### src/rtl/instr_decode_ctrl_pkg.sv
// Shared opcode, op-group and state definitions for the
// instruction controller and the ALU_16 datapath.
package instr_decode_ctrl_pkg;

  typedef enum logic [2:0] {
    S_FETCH,
    S_DECODE,
    S_EXEC,
    S_MEM,
    S_WB,
    S_HALT
  } state_t;

  typedef enum logic [2:0] {
    CL_WAIT,
    CL_ALU,
    CL_MOV,
    CL_CMP,
    CL_LOAD,
    CL_STORE
  } iclass_t;

  localparam logic [3:0] GRP_RTYPE = 4'b0000;
  localparam logic [3:0] GRP_MEM   = 4'b0100;
  localparam logic [3:0] GRP_SHIFT = 4'b1000;

  localparam logic [7:0] OP_WAIT  = 8'h00;
  localparam logic [7:0] OP_AND   = 8'h02;
  localparam logic [7:0] OP_OR    = 8'h03;
  localparam logic [7:0] OP_XOR   = 8'h04;
  localparam logic [7:0] OP_ADD   = 8'h05;
  localparam logic [7:0] OP_ADDU  = 8'h06;
  localparam logic [7:0] OP_ADDC  = 8'h07;
  localparam logic [7:0] OP_SUB   = 8'h09;
  localparam logic [7:0] OP_SUBC  = 8'h0A;
  localparam logic [7:0] OP_CMP   = 8'h0B;
  localparam logic [7:0] OP_CMPU  = 8'h0D;
  localparam logic [7:0] OP_MOV   = 8'h0E;
  localparam logic [7:0] OP_LOAD  = 8'h40;
  localparam logic [7:0] OP_STORE = 8'h44;
  localparam logic [7:0] OP_LSH   = 8'h84;
  localparam logic [7:0] OP_ASHU  = 8'h86;
  localparam logic [7:0] OP_LSHI  = 8'h80;

  localparam logic [3:0] OPI_ANDI  = 4'h1;
  localparam logic [3:0] OPI_ORI   = 4'h2;
  localparam logic [3:0] OPI_XORI  = 4'h3;
  localparam logic [3:0] OPI_ADDI  = 4'h5;
  localparam logic [3:0] OPI_ADDUI = 4'h6;
  localparam logic [3:0] OPI_ADDCI = 4'h7;
  localparam logic [3:0] OPI_SUBI  = 4'h9;
  localparam logic [3:0] OPI_SUBCI = 4'hA;
  localparam logic [3:0] OPI_CMPI  = 4'hB;
  localparam logic [3:0] OPI_MULI  = 4'hC;
  localparam logic [3:0] OPI_MOVI  = 4'hD;
  localparam logic [3:0] OPI_MULUI = 4'hE;
  localparam logic [3:0] OPI_LUI   = 4'hF;

  function automatic logic imm_signed(input logic [3:0] op);
    return op inside {OPI_ADDI, OPI_ADDCI, OPI_SUBI, OPI_CMPI};
  endfunction

endpackage

### src/rtl/instr_field_decode.sv
// Combinational field decode of one instruction word.
// Undefined encodings decode as WAIT with illegal raised.
module instr_field_decode
  import instr_decode_ctrl_pkg::*;
(
  input  logic [15:0] inst,
  output logic [7:0]  fullop,
  output logic [15:0] imm,
  output logic        muxb,
  output iclass_t     cls,
  output logic        illegal
);

  logic [3:0] op;
  logic [3:0] ext;

  assign op  = inst[15:12];
  assign ext = inst[7:4];

  always_comb begin
    fullop  = OP_WAIT;
    imm     = '0;
    muxb    = 1'b0;
    cls     = CL_WAIT;
    illegal = 1'b0;
    unique case (1'b1)
      (op == GRP_RTYPE): begin
        fullop = {op, ext};
        case ({op, ext})
          OP_WAIT: cls = CL_WAIT;
          OP_AND, OP_OR, OP_XOR, OP_ADD, OP_ADDU,
          OP_ADDC, OP_SUB, OP_SUBC: cls = CL_ALU;
          OP_CMP, OP_CMPU: cls = CL_CMP;
          OP_MOV: cls = CL_MOV;
          default: begin
            fullop  = OP_WAIT;
            illegal = 1'b1;
          end
        endcase
      end
      (op == GRP_MEM): begin
        case ({op, ext})
          OP_LOAD: begin
            fullop = OP_LOAD;
            cls    = CL_LOAD;
          end
          OP_STORE: begin
            fullop = OP_STORE;
            cls    = CL_STORE;
          end
          default: illegal = 1'b1;
        endcase
      end
      (op == GRP_SHIFT): begin
        if (ext[3:1] == 3'b000) begin
          fullop = {OP_LSHI[7:1], ext[0]};
          imm    = {12'b0, inst[3:0]};
          muxb   = 1'b1;
          cls    = CL_ALU;
        end else if ({op, ext} == OP_LSH ||
                     {op, ext} == OP_ASHU) begin
          fullop = {op, ext};
          cls    = CL_ALU;
        end else begin
          illegal = 1'b1;
        end
      end
      default: begin
        fullop = {op, 4'b0000};
        muxb   = 1'b1;
        imm    = imm_signed(op) ?
                 {{8{inst[7]}}, inst[7:0]} :
                 {8'b0, inst[7:0]};
        if (op == OPI_CMPI)
          cls = CL_CMP;
        else if (op == OPI_MOVI || op == OPI_LUI)
          cls = CL_MOV;
        else
          cls = CL_ALU;
      end
    endcase
  end

endmodule

### src/rtl/instr_decode_ctrl.sv
// Multi-cycle instruction controller: fetch, decode, execute,
// memory and write-back sequencing for the 16-bit datapath.
module instr_decode_ctrl
  import instr_decode_ctrl_pkg::*;
#(
  parameter bit STALL_ON_ILLEGAL = 1'b0
) (
  input  logic        clk,
  input  logic        rst,
  input  logic [15:0] inst_data,
  input  logic        inst_valid,
  output logic        inst_req,
  input  logic        mem_ack,
  output logic        mem_req,
  output logic        mem_we,
  output logic [7:0]  FullOp,
  output logic [15:0] imm,
  output logic [3:0]  Rdest,
  output logic [3:0]  Rsrc,
  output logic        ctrlMuxB,
  output logic        Write,
  output logic        wb_sel,
  output logic        flag_en,
  output logic        illegal
);

  state_t      state;
  state_t      nxt;
  iclass_t     cls_q;
  logic [15:0] ir;

  logic [7:0]  d_fullop;
  logic [15:0] d_imm;
  logic        d_muxb;
  iclass_t     d_cls;
  logic        d_illegal;

  instr_field_decode u_dec (
    .inst    (ir),
    .fullop  (d_fullop),
    .imm     (d_imm),
    .muxb    (d_muxb),
    .cls     (d_cls),
    .illegal (d_illegal)
  );

  always_ff @(posedge clk) begin
    if (!rst)
      state <= S_FETCH;
    else
      state <= nxt;
  end

  always_ff @(posedge clk) begin
    if (!rst) begin
      ir       <= '0;
      cls_q    <= CL_WAIT;
      FullOp   <= '0;
      imm      <= '0;
      Rdest    <= '0;
      Rsrc     <= '0;
      ctrlMuxB <= 1'b0;
      wb_sel   <= 1'b0;
    end else begin
      if (state == S_FETCH && inst_valid)
        ir <= inst_data;
      // decoded fields stay frozen until the next DECODE
      if (state == S_DECODE) begin
        cls_q    <= d_cls;
        FullOp   <= d_fullop;
        imm      <= d_imm;
        Rdest    <= ir[11:8];
        Rsrc     <= ir[3:0];
        ctrlMuxB <= d_muxb;
        wb_sel   <= (d_cls == CL_LOAD);
      end
    end
  end

  always_comb begin
    nxt      = state;
    inst_req = 1'b0;
    mem_req  = 1'b0;
    mem_we   = 1'b0;
    Write    = 1'b0;
    flag_en  = 1'b0;
    illegal  = 1'b0;
    case (state)
      S_FETCH: begin
        inst_req = 1'b1;
        if (inst_valid)
          nxt = S_DECODE;
      end
      S_DECODE: begin
        illegal = d_illegal;
        if (d_illegal && STALL_ON_ILLEGAL)
          nxt = S_HALT;
        else
          nxt = S_EXEC;
      end
      S_EXEC: begin
        flag_en = (cls_q == CL_ALU) || (cls_q == CL_CMP);
        case (cls_q)
          CL_LOAD, CL_STORE: nxt = S_MEM;
          CL_ALU, CL_MOV:    nxt = S_WB;
          default:           nxt = S_FETCH;
        endcase
      end
      S_MEM: begin
        mem_req = 1'b1;
        mem_we  = (cls_q == CL_STORE);
        if (mem_ack)
          nxt = (cls_q == CL_LOAD) ? S_WB : S_FETCH;
      end
      S_WB: begin
        Write = 1'b1;
        nxt   = S_FETCH;
      end
      S_HALT: nxt = S_HALT;
      default: nxt = S_FETCH;
    endcase
  end

endmodule
### config.mk
export PLATFORM = sky130hd
export DESIGN_NAME = instr_decode_ctrl
export DESIGN_NICKNAME = d
export VERILOG_FILES = /design/src/rtl/instr_decode_ctrl_pkg.sv /design/src/rtl/instr_field_decode.sv /design/src/rtl/instr_decode_ctrl.sv
export SDC_FILE = /design/constraint.sdc
export NUM_CORES = 1
export LEC_CHECK = 0
export CAP_MARGIN = 25
export CELL_PAD_IN_SITES_DETAIL_PLACEMENT = 0
export CELL_PAD_IN_SITES_GLOBAL_PLACEMENT = 1
export CORE_ASPECT_RATIO = 1.1
export CORE_MARGIN = 10
export CORE_UTILIZATION = 35
export DETAILED_ROUTE_END_ITERATION = 8
export GPL_TIMING_DRIVEN = 0
export PLACE_DENSITY = 0.77
export SYNTH_ARGS = -nofsm -noshare
export SYNTH_HDL_FRONTEND = slang
export SYNTH_SLANG_ARGS = --single-unit
### constraint.sdc
create_clock -name clk -period 2.17 [get_ports clk]
set_input_delay 0.434 -clock clk [delete_from_list [all_inputs] [get_ports clk]]
set_output_delay 0.434 -clock clk [all_outputs]
set_load 0.005 [all_outputs]
==> impl_table.tex, run 1 <==
\begin{tabular}{lr}
\hline
Metric & Value \\
\hline
\multicolumn{2}{l}{\textbf{Status}} \\
\quad Run status & complete, no violations \\
\multicolumn{2}{l}{\textbf{Clock network}} \\
\quad CTS clk-pin slew, worst paths & 0.10 ns \\
\quad TritonCTS clock tree & done \\
\quad Buffer type at the clock tree root & sky130\_fd\_sc\_hd\_\_clkbuf\_8 \\
\quad Quantity of hold-fixing buffers added after cts & 0 \\
\quad Inserted Clock Buffers & 5 \\
\quad Clock net sink count & 49 \\
\quad Insertion delay to the later sink of the worst-skew pair & 0.31 ns \\
\quad Max Root-Sink Buffers & 2 \\
\quad Number of H-tree levels & 2 \\
\multicolumn{2}{l}{\textbf{Route}} \\
\quad DR pass1 iterations & 4 \\
\quad DR vias/cell & 4.97 \\
\quad DRC marker count from the first detailed-route iteration & 128 \\
\quad Total DRC errors in the routed layout & 0 \\
\quad Avg WL per Cell & 15.0 um \\
\quad Total via count after detailed routing & 2,210 \\
\quad Total length of routed wires & 6680 um \\
\quad Count of nets left with antenna violations after detail routing & 0 \\
\multicolumn{2}{l}{\textbf{GRT}} \\
\quad Largest net degree at the start of global routing & 20 \\
\quad Grt total ovfl & 0 \\
\quad Wire length of the first global-routing pass & 10,800 um \\
\quad Number of antenna violations at the first check in global routing & 0 \\
\quad Via count of the first global-routing pass & 2,082 \\
\quad All-Layer GR Usage & 12.4\% \\
\multicolumn{2}{l}{\textbf{Floorplanning}} \\
\quad Width of the die & 97.4 um \\
\quad Top-level port count & 60 \\
\quad Floorplan die area & 10,200 um2 \\
\quad Number of rows created at floorplan & 30 \\
\quad Std-Cell Core Area & 6270 um2 \\
\quad DIE HEIGHT & 105 um \\
\quad Starting Density & 36.8\% \\
\multicolumn{2}{l}{\textbf{Worst setup path}} \\
\quad Worst EP required & 1.74 ns \\
\quad Worst R2R Setup Slack & 0.41 ns \\
\quad Master of the slowest instance on the critical path & sky130\_fd\_sc\_hd\_\_dfxtp\_1 \\
\quad Chain of cells forming the critical path & buf\_6 > and3\_4 > o21ai\_4 > nand2\_1 > o311a\_1 > dlygate4sd2\_1 \\
\quad Worst-path fanout max & 9 \\
\quad Worst Setup Start Kind & flop \\
\quad Start-to-end type of the worst setup path & flop to primary output \\
\quad Cell type group with the largest total delay on the critical path & compound AO/OA/AOI/OAI gates \\
\quad Crit path largest cell delay & 0.31 ns \\
\quad Crit. End Element & primary output \\
\quad Sum of buffers and inverters on the critical path & 2 \\
\quad Crit path DAT & 1.69 ns \\
\multicolumn{2}{l}{\textbf{Yosys}} \\
\quad Synthesized net count & 316 \\
\quad Number of enable flip-flop cells after synthesis & 0 \\
\quad Number of warning messages in the yosys log & 0 \\
\quad Area contributors post-synth & sky130\_fd\_sc\_hd\_\_dfxtp\_1 43\%, sky130\_fd\_sc\_hd\_\_nand2\_1 12\%, sky130\_fd\_sc\_hd\_\_a21oi\_1 9.6\%, sky130\_fd\_sc\_hd\_\_buf\_4 2.9\%, sky130\_fd\_sc\_hd\_\_nor2\_1 2.6\% \\
\quad Syn Area/Cell & 7.79 um2 \\
\quad Number of library cell types mapped by synthesis & 49 \\
\quad Number of synthesized register bits & 49 \\
\quad Asr flop ratio synth & 0\% \\
\quad Sequential cell area fraction in the yosys report & 42.6\% \\
\quad Area share of the leading cell type in the synthesized netlist & 42.6\% \\
\quad Summed instance area of the synthesized netlist & 2300 um2 \\
\quad Cell type with the highest aggregate area in the netlist & sky130\_fd\_sc\_hd\_\_dfxtp\_1 \\
\quad Number of instances in the synthesized netlist & 296 \\
\quad Top flip-flop cell by instance count after synthesis & sky130\_fd\_sc\_hd\_\_dfxtp\_1 \\
\multicolumn{2}{l}{\textbf{Place}} \\
\quad Hpwl dp & 4880 um \\
\quad Number of buffers added on ports & 58 \\
\quad Final Wtd Congestion & 0.807 \\
\quad Area after DPL & 2990 um2 \\
\multicolumn{2}{l}{\textbf{Finish}} \\
\quad Area of the multi-input gates & 1170 um2 \\
\quad Fill cell instance count of the final layout & 617 \\
\quad Share of post-route cells with drive strength above 1 & 15.9\% \\
\quad Total Nets Final & 384 \\
\quad Diodes inserted & 0 \\
\quad Synth-to-layout area growth & 39.6\% \\
\quad Register area & 987 um2 \\
\quad Summed area of non-filler cells in the final layout & 3220 um2 \\
\multicolumn{2}{l}{\textbf{Pwr}} \\
\quad Static leakage & 0.00115 uW \\
\quad Peak supply drop & 0.000367 V \\
\quad Power density over the cells & 581 nW/um2 \\
\multicolumn{2}{l}{\textbf{Timing}} \\
\quad Final Hold Slack & 0.446 ns \\
\quad Setup Viol. Count Final & 0 \\
\quad Total negative setup slack & 0 ns \\
\quad Worst slew pin tran & 0.614 ns \\
\quad Max transition margin & 58.9\% \\
\quad Setup skew after layout & 0.00810 ns \\
\quad Fin crit period & 2.12 ns \\
\quad Number of failing hold endpoints at the final stage & 0 \\
\quad Max-slew violations & 0 \\
\quad Post-route fraction of the period consumed by the critical path & 97.9\% \\
\quad Maximum achievable frequency & 0.471 GHz \\
\multicolumn{2}{l}{\textbf{Job}} \\
\quad Reported max-cap violation count & 0 \\
\multicolumn{2}{l}{\textbf{Min path}} \\
\quad Type of the most critical hold path & flop to flop \\
\hline
\end{tabular}
[power breakdown]
group	internal [uW]	switching, uW	leakage, uW
combinational	161	192	0.000709
clock	229	328	0.0000445
sequential	932	27.4	0.000400
total	1320	547	0.00115
[cell usage in the layout, fill, tap and decap left out, types with 2 or more instances in the layout]
cell type,instances
sky130_fd_sc_hd__nor2b_1,2
sky130_fd_sc_hd__clkdlybuf4s50_1,57
sky130_fd_sc_hd__nor3b_1,2
sky130_fd_sc_hd__clkbuf_1,6
sky130_fd_sc_hd__buf_6,8
sky130_fd_sc_hd__nand3_1,11
sky130_fd_sc_hd__and2_1,2
sky130_fd_sc_hd__a211oi_2,2
sky130_fd_sc_hd__a21oi_1,44
sky130_fd_sc_hd__nand4_1,3
sky130_fd_sc_hd__inv_1,5
sky130_fd_sc_hd__nand2b_1,3
sky130_fd_sc_hd__clkbuf_8,5
sky130_fd_sc_hd__nor3_1,4
sky130_fd_sc_hd__nor2_1,14
sky130_fd_sc_hd__dfxtp_2,2
sky130_fd_sc_hd__buf_2,5
sky130_fd_sc_hd__o211ai_1,2
sky130_fd_sc_hd__a22oi_1,5
sky130_fd_sc_hd__o21ai_0,10
sky130_fd_sc_hd__buf_4,13
sky130_fd_sc_hd__o41ai_1,2
sky130_fd_sc_hd__a31oi_1,2
sky130_fd_sc_hd__nand2_1,70
sky130_fd_sc_hd__dfxtp_1,46
[sequential cells by signal, summed over array words and instances, names as in the netlist]
name / count
Rsrc: 4
cls_q: 3
Rdest: 4
ctrlMuxB: 1
imm: 9
state: 3
ir: 16
FullOp: 8
wb_sel: 1
[path summary, 6_finish.rpt]
kind                            startpoint  cells past startpoint       end
worst max-delay path                 ir[7]                      6   illegal
worst min-delay path                 ir[8]                      2  Rdest[0]
worst max register to register      ir[15]                      5    wb_sel
worst min register to register       ir[8]                      2  Rdest[0]
[per-stage QoR]
step	worst slack (ns)	std cells	power (uW)	util (%)
floorplan	0.541	296	1170	-
global placement	-0.121	434	1290	47.6
detailed placement	-0.110	434	1300	47.6
CTS	0.00609	442	1860	50.0
global route	-0.0114	445	1960	51.3
finish	0.0461	445	1870	51.3
[what timing repair did]
| action | in CTS | in global routing |
|---|---|---|
| setup endpoints to repair | 2 | 3 |
| pin swaps | 2 | 3 |
| resized for setup | 22 | 19 |
| setup buffers | 1 | 3 |
| cloned | 0 | 0 |
[cell families (layout without fill, tap and decap cells)]
logic type,after synthesis,count (layout),share of synthesized area [%]
AOI/OAI and AO/OA,81,81,22.9
and+or+nand+nor,125,125,24.7
buffers and inverters,39,108,9.07
xor gates and xnor gates,2,2,0.760
DFF,49,49,42.6
[worst min-delay path, stage by stage, from the launching register on]
cell                      delay, ns
sky130_fd_sc_hd__dfxtp_1       0.32
sky130_fd_sc_hd__nand2_1       0.05
sky130_fd_sc_hd__a21oi_1       0.05
[cell type report]
cell class | instances | area share [%]
buffer | 32 | 7.35
clock buffer | 5 | 2.14
clock inverter | 3 | 0.661
inverter | 6 | 0.700
multi-input combinational | 208 | 36.4
sequential | 49 | 30.7
tap | 80 | 3.11
timing repair buffer | 62 | 18.9
[metal layers]
metal	wire length (um)	vias up	track usage, %	share of wire [%]
met5	0	-	0	0
met2	3120	54	20.2	47
met1	3170	1008	15.6	47
met4	95	0	4.99	1.4
met3	304	6	2.70	4.5
li1	-	1142	-	-
[Yosys cell counts (all sizes together) (2+ instances only)]
cell type  count
o41ai          3
o22ai          2
a31oi          3
inv            6
nand3         11
buf           22
nor3b          3
o21ai         11
and2           2
nand2b         3
nor2          16
a22oi          6
o211ai         2
a21oi         44
nand4          3
a211oi         2
nor3           6
nor2b          2
nand2         71
clkbuf        11
and3b          2
dfxtp         49
No activity file was read; power rests on OpenSTA's default activity.
==> inputs of run 2 (changes only) <==
- CAP_MARGIN: 25 -> 20
- TNS_END_PERCENT: unset -> 20
==> results of run 2 <==
The final DEF is identical to that of run 1; final timing and power are the same.
==> inputs of run 3 (changes only) <==
- DONT_BUFFER_PORTS: unset -> 1
- PLACE_DENSITY: 0.77 -> 0.6
==> run 3 against run 2 <==
  * Critical path type unchanged
  * Setup slack gained 0.079 ns
  * Combinational power shrank 24%
  * Via count shrank 9.4%
  * Sequential share of layout area grew 8.4 points
==> impl_table.tex, run 3 (synthesized netlist as in run 1, its figures left out) <==
\begin{tabular}{lr}
\hline
Metric & Value \\
\hline
\multicolumn{2}{l}{\textbf{Status}} \\
\quad Run status & complete, no violations (unchanged) \\
\multicolumn{2}{l}{\textbf{Timing}} \\
\quad Max-slew violations & 0 (unchanged) \\
\quad Number of failing hold endpoints at the final stage & 0 (unchanged) \\
\quad Max transition margin & 57.3\% (was 58.9\%) \\
\quad Setup skew after layout & 0.00748 ns (was 0.00810 ns) \\
\quad Fin crit period & 2.04 ns (was 2.12 ns) \\
\quad Unrepaired setup endpoints after global routing & no \\
\quad Maximum achievable frequency & 0.489 GHz (was 0.471 GHz) \\
\quad Post-route fraction of the period consumed by the critical path & 94.2\% (was 97.9\%) \\
\quad Setup Viol. Count Final & 0 (unchanged) \\
\quad Final worst-path setup slack & 0.125 ns (was 0.0461 ns) \\
\quad Total negative setup slack & 0 ns (unchanged) \\
\quad Worst slew pin tran & 0.639 ns (was 0.614 ns) \\
\quad Final Hold Slack & 0.253 ns (was 0.446 ns) \\
\multicolumn{2}{l}{\textbf{Route}} \\
\quad Avg WL per Cell & 17.7 um (was 15.0 um) \\
\quad DRC marker count from the first detailed-route iteration & 68 (was 128) \\
\quad DR pass1 iterations & 4 (unchanged) \\
\quad Total via count after detailed routing & 2,002 (was 2,210) \\
\quad DR vias/cell & 5.20 (was 4.97) \\
\quad Total length of routed wires & 6800 um (was 6680 um) \\
\quad Total DRC errors in the routed layout & 0 (unchanged) \\
\quad Count of nets left with antenna violations after detail routing & 0 (unchanged) \\
\multicolumn{2}{l}{\textbf{Floorplanning}} \\
\quad Width of the die & 97.4 um (unchanged) \\
\quad Starting Density & 36.8\% (unchanged) \\
\quad Number of rows created at floorplan & 30 (unchanged) \\
\quad Std-Cell Core Area & 6270 um2 (unchanged) \\
\quad Floorplan die area & 10,200 um2 (unchanged) \\
\quad Top-level port count & 60 (unchanged) \\
\quad DIE HEIGHT & 105 um (unchanged) \\
\multicolumn{2}{l}{\textbf{Worst setup path}} \\
\quad Worst EP required & 1.74 ns (about the same) \\
\quad Worst Setup SP & ir[15] (was ir[7]) \\
\quad Worst Setup Start Kind & flop (unchanged) \\
\quad Crit path largest cell delay & 0.47 ns (was 0.31 ns) \\
\quad Worst-path fanout max & 10 (was 9) \\
\quad Worst R2R Setup Slack & 0.50 ns (was 0.41 ns) \\
\quad Reg2reg end & wb\_sel (unchanged) \\
\quad Master of the slowest instance on the critical path & sky130\_fd\_sc\_hd\_\_clkbuf\_1 (was sky130\_fd\_sc\_hd\_\_dfxtp\_1) \\
\quad Startpoint of the most critical register-to-register path & ir[15] (unchanged) \\
\quad Crit path DAT & 1.61 ns (was 1.69 ns) \\
\quad Cell count of the worst reg-to-reg path & 5 (unchanged) \\
\quad Start-to-end type of the worst setup path & flop to primary output (unchanged) \\
\quad Crit. End Element & primary output (unchanged) \\
\quad Chain of cells forming the critical path & buf\_4 > clkbuf\_1 > o21ai\_0 > o311a\_1 (was buf\_6 > and3\_4 > o21ai\_4 > nand2\_1 > o311a\_1 > dlygate4sd2\_1) \\
\multicolumn{2}{l}{\textbf{Job}} \\
\quad Reported max-cap violation count & 0 (unchanged) \\
\multicolumn{2}{l}{\textbf{Place}} \\
\quad Hpwl dp & 4950 um (was 4880 um) \\
\quad Final Wtd Congestion & 0.825 (was 0.807) \\
\quad Number of buffers added on ports & 0 (was 58) \\
\quad DP Worst Slack & 0.307 ns (was -0.110 ns) \\
\multicolumn{2}{l}{\textbf{Finish}} \\
\quad Share of post-route cells with drive strength above 1 & 13.8\% (was 15.9\%) \\
\quad Registers with the highest flip-flop counts & ir (16), imm (9), FullOp (8) (unchanged) \\
\quad Most frequent cells in the layout & 71 x sky130\_fd\_sc\_hd\_\_nand2\_1, 48 x sky130\_fd\_sc\_hd\_\_dfxtp\_1, 44 x sky130\_fd\_sc\_hd\_\_a21oi\_1, 16 x sky130\_fd\_sc\_hd\_\_nor2\_1, 12 x sky130\_fd\_sc\_hd\_\_buf\_4 (was 70 x sky130\_fd\_sc\_hd\_\_nand2\_1, 57 x sky130\_fd\_sc\_hd\_\_clkdlybuf4s50\_1, 46 x sky130\_fd\_sc\_hd\_\_dfxtp\_1, 44 x sky130\_fd\_sc\_hd\_\_a21oi\_1, 14 x sky130\_fd\_sc\_hd\_\_nor2\_1) \\
\quad Total Nets Final & 325 (was 384) \\
\quad Leading cell type in the layout, fill and taps excluded & sky130\_fd\_sc\_hd\_\_nand2\_1 (unchanged) \\
\quad Area of the multi-input gates & 1120 um2 (was 1170 um2) \\
\quad Synth-to-layout area growth & 9.07\% (was 39.6\%) \\
\quad Register area & 982 um2 (was 987 um2) \\
\quad Fill cell instance count of the final layout & 679 (was 617) \\
\quad Diodes inserted & 0 (unchanged) \\
\quad Post-Route Utilization & 40.1\% (was 51.3\%) \\
\quad Number of flip-flops under the largest register name & 16 (unchanged) \\
\quad Register with the most flip-flops & ir (unchanged) \\
\multicolumn{2}{l}{\textbf{Clock network}} \\
\quad Number of H-tree levels & 2 (unchanged) \\
\quad TritonCTS clock tree & done (unchanged) \\
\quad Insertion delay to the later sink of the worst-skew pair & 0.30 ns (was 0.31 ns) \\
\quad CTS clk-pin slew, worst paths & 0.09 ns (was 0.10 ns) \\
\quad Inserted Clock Buffers & 5 (unchanged) \\
\quad Clock net sink count & 49 (unchanged) \\
\quad Max Root-Sink Buffers & 2 (unchanged) \\
\quad Buffer type at the clock tree root & sky130\_fd\_sc\_hd\_\_clkbuf\_8 (unchanged) \\
\multicolumn{2}{l}{\textbf{GRT}} \\
\quad Grt total ovfl & 0 (unchanged) \\
\quad Number of antenna violations at the first check in global routing & 0 (unchanged) \\
\quad Wire length of the first global-routing pass & 10,900 um (was 10,800 um) \\
\quad All-Layer GR Usage & 12.9\% (was 12.4\%) \\
\quad Largest net degree at the start of global routing & 15 (was 20) \\
\quad Via count of the first global-routing pass & 1,948 (was 2,082) \\
\multicolumn{2}{l}{\textbf{Pwr}} \\
\quad Total chip power & 1760 uW (was 1870 uW) \\
\quad Power density over the cells & 698 nW/um2 (was 581 nW/um2) \\
\quad Static leakage & 0.000908 uW (was 0.00115 uW) \\
\quad Peak supply drop & 0.000370 V (was 0.000367 V) \\
\multicolumn{2}{l}{\textbf{Min path}} \\
\quad End point of the worst hold path & ir[6] (was Rdest[0]) \\
\quad Type of the most critical hold path & primary input to flop (was flop to flop) \\
\quad Cells on Worst Hold Path & 2 (unchanged) \\
\quad Startpoint of the lowest-slack hold path & inst\_data[6] (was ir[8]) \\
\hline
\end{tabular}
[run 3: changes by cell type in the layout (fill, tap and decap cells not counted), sizes merged]
cell / change
buf: -4
clkbuf: +4
clkdlybuf4s50: -57
clkinvlp: -1
dlygate4sd2: -1
inv: -1
[run 3: worst max path at each step]
stage / to / slack, ns / cells past startpoint
6_report: illegal / 0.13 / 4
3_3_place_gp: illegal / 0.32 / 5
5_1_grt: illegal / 0.006 / 5
2_1_floorplan: illegal / 0.54 / 5
4_1_cts: illegal / 0.009 / 5
3_5_place_dp: illegal / 0.31 / 5
[run 3: where the power goes]
part           leakage [uW]  internal (uW)  total (uW)  switching [uW]
Combinational      0.000468           92.7         268             175
Clock             0.0000412            224         527             303
Sequential         0.000399            932         961            28.7
[run 3: critical path, delay by kind of cell, from the launching register on]
family | cells | cell delay (ns)
buf+inv | 2 | 0.63
compound gates | 2 | 0.36
flops | 1 | 0.32
[run 3: layer usage]
layer,GRT usage (%),wire [um],vias to the layer above
met1,15.9,3090,926
met5,0,0,-
li1,-,-,1026
met2,20.2,3080,43
met3,5.40,552,7
met4,3.43,72,0
[run 3: layout make-up]
class	instances	share of cell area [%]
multi-input cells	208	44.6
flip-flops and latches	49	39.1
plain buffers	33	7.62
well taps	80	3.98
clock buffers	6	2.89
inverters	6	0.896
repair buffers	2	0.597
clock inverters	1	0.348
[run 3: through the flow]
step                cells  cell area, um2
finish                385            2510
CTS                   383            2490
global route          385            2510
global placement      376            2400
detailed placement    376            2400
floorplan             296            2300
[run 3: what timing repair did]
item / in CTS / in global routing
setup endpoints to repair: 1 / 1
resized for setup: 1 / 8
setup buffers: 0 / 2
pin swaps: 0 / 1
hold buffers: 0 / 0
